[config.mk]
export PLATFORM = sky130hd
export DESIGN_NAME = sysbus_mem
export DESIGN_NICKNAME = d
export VERILOG_FILES = /design/src/rtl/sysbus_pkg.sv /design/src/rtl/mem_array.sv /design/src/rtl/sysbus_mem.sv
export SDC_FILE = /design/constraint.sdc
export NUM_CORES = 2
export LEC_CHECK = 0
export CELL_PAD_IN_SITES_DETAIL_PLACEMENT = 0
export CELL_PAD_IN_SITES_GLOBAL_PLACEMENT = 2
export CORE_UTILIZATION = 40
export CTS_CLUSTER_SIZE = 16
export DETAILED_ROUTE_END_ITERATION = 16
export PLACE_DENSITY_LB_ADDON = 0.1
export SYNTH_ARGS = -nofsm -noshare
export SYNTH_HDL_FRONTEND = slang
export SYNTH_SLANG_ARGS = --single-unit
[constraint.sdc]
create_clock -name Clock -period 5.9 [get_ports Clock]
set_clock_uncertainty 0.2 [all_clocks]
set_input_delay 1.18 -clock Clock [delete_from_list [all_inputs] [get_ports Clock]]
set_output_delay 1.18 -clock Clock [all_outputs]
set_load 0.005 [all_outputs]
[src/rtl/sysbus_pkg.sv]
// rtl/sysbus_pkg.sv - shared types and encodings for the system-bus memory
package sysbus_pkg;

  typedef enum logic [1:0] {
    IDLE = 2'd0,
    WAIT = 2'd1,
    DONE = 2'd2
  } state_t;

  localparam logic RW_READ  = 1'b1;
  localparam logic RW_WRITE = 1'b0;

endpackage

[src/rtl/mem_array.sv]
// rtl/mem_array.sv - synchronous single-port 16-bit RAM, registered read
module mem_array #(
  parameter int AW = 8
) (
  input  logic          clk,
  input  logic          we,
  input  logic [AW-1:0] addr,
  input  logic [15:0]   wdata,
  output logic [15:0]   rdata
);

  logic [15:0] mem [2**AW];

  // Read-before-write; contents are deliberately never reset.
  always_ff @(posedge clk) begin
    if (we) begin
      mem[addr] <= wdata;
    end
    rdata <= mem[addr];
  end

endmodule

[src/rtl/sysbus_mem.sv]
// rtl/sysbus_mem.sv - wait-state memory slave on a multiplexed address/data bus
module sysbus_mem
  import sysbus_pkg::*;
#(
  parameter int AW          = 8,
  parameter int WAIT_STATES = 2
) (
  input  logic        Clock,
  input  logic        nReset,
  input  logic [15:0] SysBus,
  input  logic        Ale,
  input  logic        Req,
  input  logic        Rw,
  output logic [15:0] DataIn,
  output logic        Ready,
  output logic        Fault
);

  state_t      state;
  state_t      state_nxt;
  logic [15:0] addr_q;
  logic [15:0] wdata_q;
  logic        rw_q;
  logic [3:0]  cnt_q;
  logic [15:0] ram_rdata;
  logic        accept;
  logic        oor;
  logic        finish;
  logic        ram_we;

  assign accept = (state == IDLE) && Req && !Ale;
  assign oor    = |(addr_q >> AW);
  assign finish = (state == DONE);
  // The array is written on the DONE->IDLE edge, the same edge that raises Ready.
  assign ram_we = finish && (rw_q == RW_WRITE) && !oor;

  mem_array #(.AW(AW)) u_mem (
    .clk   (Clock),
    .we    (ram_we),
    .addr  (addr_q[AW-1:0]),
    .wdata (wdata_q),
    .rdata (ram_rdata)
  );

  always_comb begin
    state_nxt = state;
    case (state)
      IDLE: if (accept) state_nxt = (WAIT_STATES == 0) ? DONE : WAIT;
      WAIT: if (cnt_q <= 4'd1) state_nxt = DONE;
      DONE: state_nxt = IDLE;
      default: state_nxt = IDLE;
    endcase
  end

  always_ff @(posedge Clock or negedge nReset) begin
    if (!nReset) begin
      state <= IDLE;
    end else begin
      state <= state_nxt;
    end
  end

  always_ff @(posedge Clock or negedge nReset) begin
    if (!nReset) begin
      addr_q  <= 16'h0000;
      wdata_q <= 16'h0000;
      rw_q    <= RW_READ;
      cnt_q   <= 4'd0;
      Ready   <= 1'b0;
      Fault   <= 1'b0;
      DataIn  <= 16'h0000;
    end else begin
      if (state == IDLE && Ale) begin
        addr_q <= SysBus;
      end
      if (accept) begin
        rw_q <= Rw;
        if (Rw == RW_WRITE) begin
          wdata_q <= SysBus;
        end
      end
      if (accept) begin
        cnt_q <= 4'(WAIT_STATES);
      end else if (state == WAIT && cnt_q != 4'd0) begin
        cnt_q <= cnt_q - 4'd1;
      end
      Ready <= finish;
      // ram_rdata already reflects addr_q while in DONE.
      if (finish) begin
        Fault <= oor;
        if (rw_q == RW_READ) begin
          DataIn <= oor ? 16'h0000 : ram_rdata;
        end
      end
    end
  end

endmodule

==> run_results.csv <==
group,metric,value,unit
critical_path,ff2ff_setup_slack,1.08,ns
die,fp-row-count,229,
critical_path,r2r_end,"u_mem.rdata[15]",
critical_path,start_kind,"flop",
timing,fin_setup_tns,0,ns
power,leakage,55.9,nW
yosys,yosysMostFrequentCell,"edfxtp_1",
route,final_antenna_net_count,0,
critical_path,crit_required,6.53,ns
timing,slew_headroom,0.0334,
critical_path,r2r_start,"addr_q[0]",
yosys,ys.flop_type,"edfxtp_1",
cts,cts.sinks,4169,
cells_and_area,drive_gt1_frac,0.295,
job,drv_cap,0,
route,drtIter0Drc,7593,
die,io-pin-count,39,
global_routing,grt-ovfl-total,0,
die,design.core.area,390000,sq um
yosys,synth-edff-count,4096,
worst_hold_path,hp-class,"in2async",
die,start_util,0.403,
global_routing,grt_usage,0.225,
yosys,yosys.area.top_type,"edfxtp_1",
cells_and_area,final_area,182000,sq um
yosys,ys_async_sr_fraction,0.0137,
place,io_buffers,38,
route,drt-wirelength-per-cell,34.6,um
yosys,yosysTopAreaCellShare,0.782,
critical_path,reg2regPathDepth,9,
route,routed_wl,450,mm
place,postPlaceCellArea,167000,sq um
cts,path_clk_slew,0.07,ns
critical_path,path_class,"reg2reg",
outcome,status,"completed",
cells_and_area,fin_nets,7440,
power,pwr_density_cell,500,nW/um^2
timing,min_period,4.82,ns
global_routing,grt_max_degree,193,
route,first_pass_iters,7,
route,viasPerCell,5.76,
timing,setup_violations,0,
cells_and_area,multi_input_area,31300,sq um
route,drcViolationCount,0,
global_routing,grt_pass1_vias,77000,
cts,htree_levels,5,
critical_path,critPathMaxFanout,33,
yosys,synth_cell_types,35,
cts,cts_inserted_buffers,446,
yosys,ys_warn_count,0,
die,die_h,629,um
die,die_x,629,um
global_routing,antenna_found_initial,16,
timing,rsz0062_at_grt,"no",
cts,clk_latency,0.99,ns
cts,ctsResizeCount,0,
cts,cts_buffer_depth,4,
yosys,postSynthAreaPerCell,22.9,sq um
yosys,synth_cells,6857,
yosys,synth_area_leaders,"edfxtp_1 78%, mux4_2 15%, a22oi_1 2.4%",
cells_and_area,register_area,125000,sq um
yosys,syn_area,157000,sq um
power,max-vdd-ir-drop,0.591,mV
route,num_vias,74800,
timing,drv_slew,0,
cts,cts_root_buffer,"clkbuf_16",
cells_and_area,fin_util,0.466,
place,gp_congestion,0.792,
cts,ctsHoldBuffers,0,
yosys,ys_ff_latch,4169,
timing,hold_ws,0.147,ns
critical_path,critPathCaptureType,"flop",
route,dr_wl_met3,24.3,mm
die,die-area,396000,sq um
global_routing,grt_first_pass_wirelength,626,mm
cts,post_cts_buffers,0,
route,m1WireLength,191,mm
route,wl_met2,223,mm
cts,cts_tree,"yes",
cells_and_area,area_growth,15.6,%
timing,max_freq,207,MHz
timing,period_share,0.817,
yosys,ys_seq_area_frac,0.793,
place,hpwl,259,mm
critical_path,arrival,5.46,ns
yosys,yosys-top-cells-count,"4096 x edfxtp_1, 1024 x mux4_2, 512 x a22oi_1",
timing,worst_pin_slew,1.45,ns
route,top_layer,"met5",
timing,finalHoldViolations,0,
yosys,syn-num-nets,6881,
cells_and_area,n_fill_cell,32400,
-- how the worst max path moves through the flow --
stage | from | endpoint | slack [ns] | cells past startpoint
global route | addr_q[0] | u_mem.rdata[15] | 0.87 | 7
finish | addr_q[0] | u_mem.rdata[15] | 1.08 | 9
detailed placement | addr_q[0] | u_mem.rdata[15] | 0.90 | 7
floorplan | wdata_q[0] | u_mem.mem[0][0] | 1.72 | 0
CTS | addr_q[0] | u_mem.rdata[15] | 0.91 | 7
global placement | addr_q[0] | u_mem.mem[10][0] | 0.66 | 6
-- flip-flops by register name, summed over array words and instances, names as in the netlist --
register / count
u_mem.rdata: 16
state: 2
u_mem.mem: 4096
addr_q: 16
rw_q: 1
cnt_q: 4
Fault: 1
DataIn: 16
wdata_q: 16
Ready: 1
-- final cells by class --
class                      count  area share
clock inverter               269      0.0150
multi-input combinational   2267       0.172
tap                         5197      0.0358
sequential                  4169       0.686
inverter                       4   0.0000825
timing repair buffer         528      0.0262
antenna                        9    0.000124
clock buffer                 557      0.0644
-- power by group --
| part | switching (mW) | internal (mW) | total [mW] | leakage [nW] |
|---|---|---|---|---|
| Combinational | 16.1 | 8.48 | 24.6 | 11.1 |
| Sequential | 1.44 | 37.2 | 38.6 | 37.8 |
| Clock | 11.7 | 15.9 | 27.7 | 7.04 |
| Total | 29.3 | 61.6 | 90.9 | 55.9 |
-- worst max-delay path: stages, from the launching register on --
cell     delay (ns)
dfrtp_4        1.26
buf_4          0.46
buf_4          0.27
buf_4          0.29
mux4_2         0.58
a22oi_1        0.18
a21oi_1        0.20
o41ai_2        0.84
buf_4          0.27
nand4_1        0.09
-- through the flow --
| step | total power, mW | instances | setup WS (ns) |
|---|---|---|---|
| floorplan | 53.5 | 6857 | 1.72 |
| global placement | 64.1 | 12200 | 0.656 |
| detailed placement | 64.5 | 12200 | 0.895 |
| CTS | 92.1 | 13000 | 0.906 |
| global route | 94.0 | 13000 | 0.869 |
| finish | 90.9 | 13000 | 1.08 |
-- cells by family after synthesis --
kind of cell | Yosys count | synth area share
flip-flops | 4169 | 0.793
multiplexers | 1054 | 0.149
AO/OA/AOI/OAI | 854 | 0.0372
buffers and inverters | 421 | 0.0116
AND/OR/NAND/NOR | 353 | 0.00930
XOR/XNOR | 3 | 0.000167
adder cells (fa/ha/maj) | 3 | 0.000239
-- per-layer routing --
metal | track usage | vias to the layer above
li1 | - | 30700
met1 | 0.315 | 41500
met2 | 0.373 | 2163
met3 | 0.0310 | 540
met4 | 0.0583 | 4
met5 | 0 | -
-- placed cells by master, fill, tap and decap left out, drive strengths merged, types with 3 or more instances in the layout --
master         netlist  routed
edfxtp            4096    4096
mux4              1024    1024
clkbuf             249     557
a22oi              512     512
buf                168     491
nor2               267     267
a21oi              257     257
clkinv               0     205
o41ai               64      64
dfrtp               56      56
bufinv               0      42
nand2               40      40
clkdlybuf4s50        0      37
mux2                30      30
nand4               16      16
a22o                16      16
dfxtp               16      16
inv                  4      16
clkinvlp             0      10
diode                0       9
nor2b                8       8
nor4b                5       5
nand3                4       4
o21ai                4       4
nor4                 3       3
ha                   3       3
nand2b               3       3
Power figures use the tool's default switching activity.
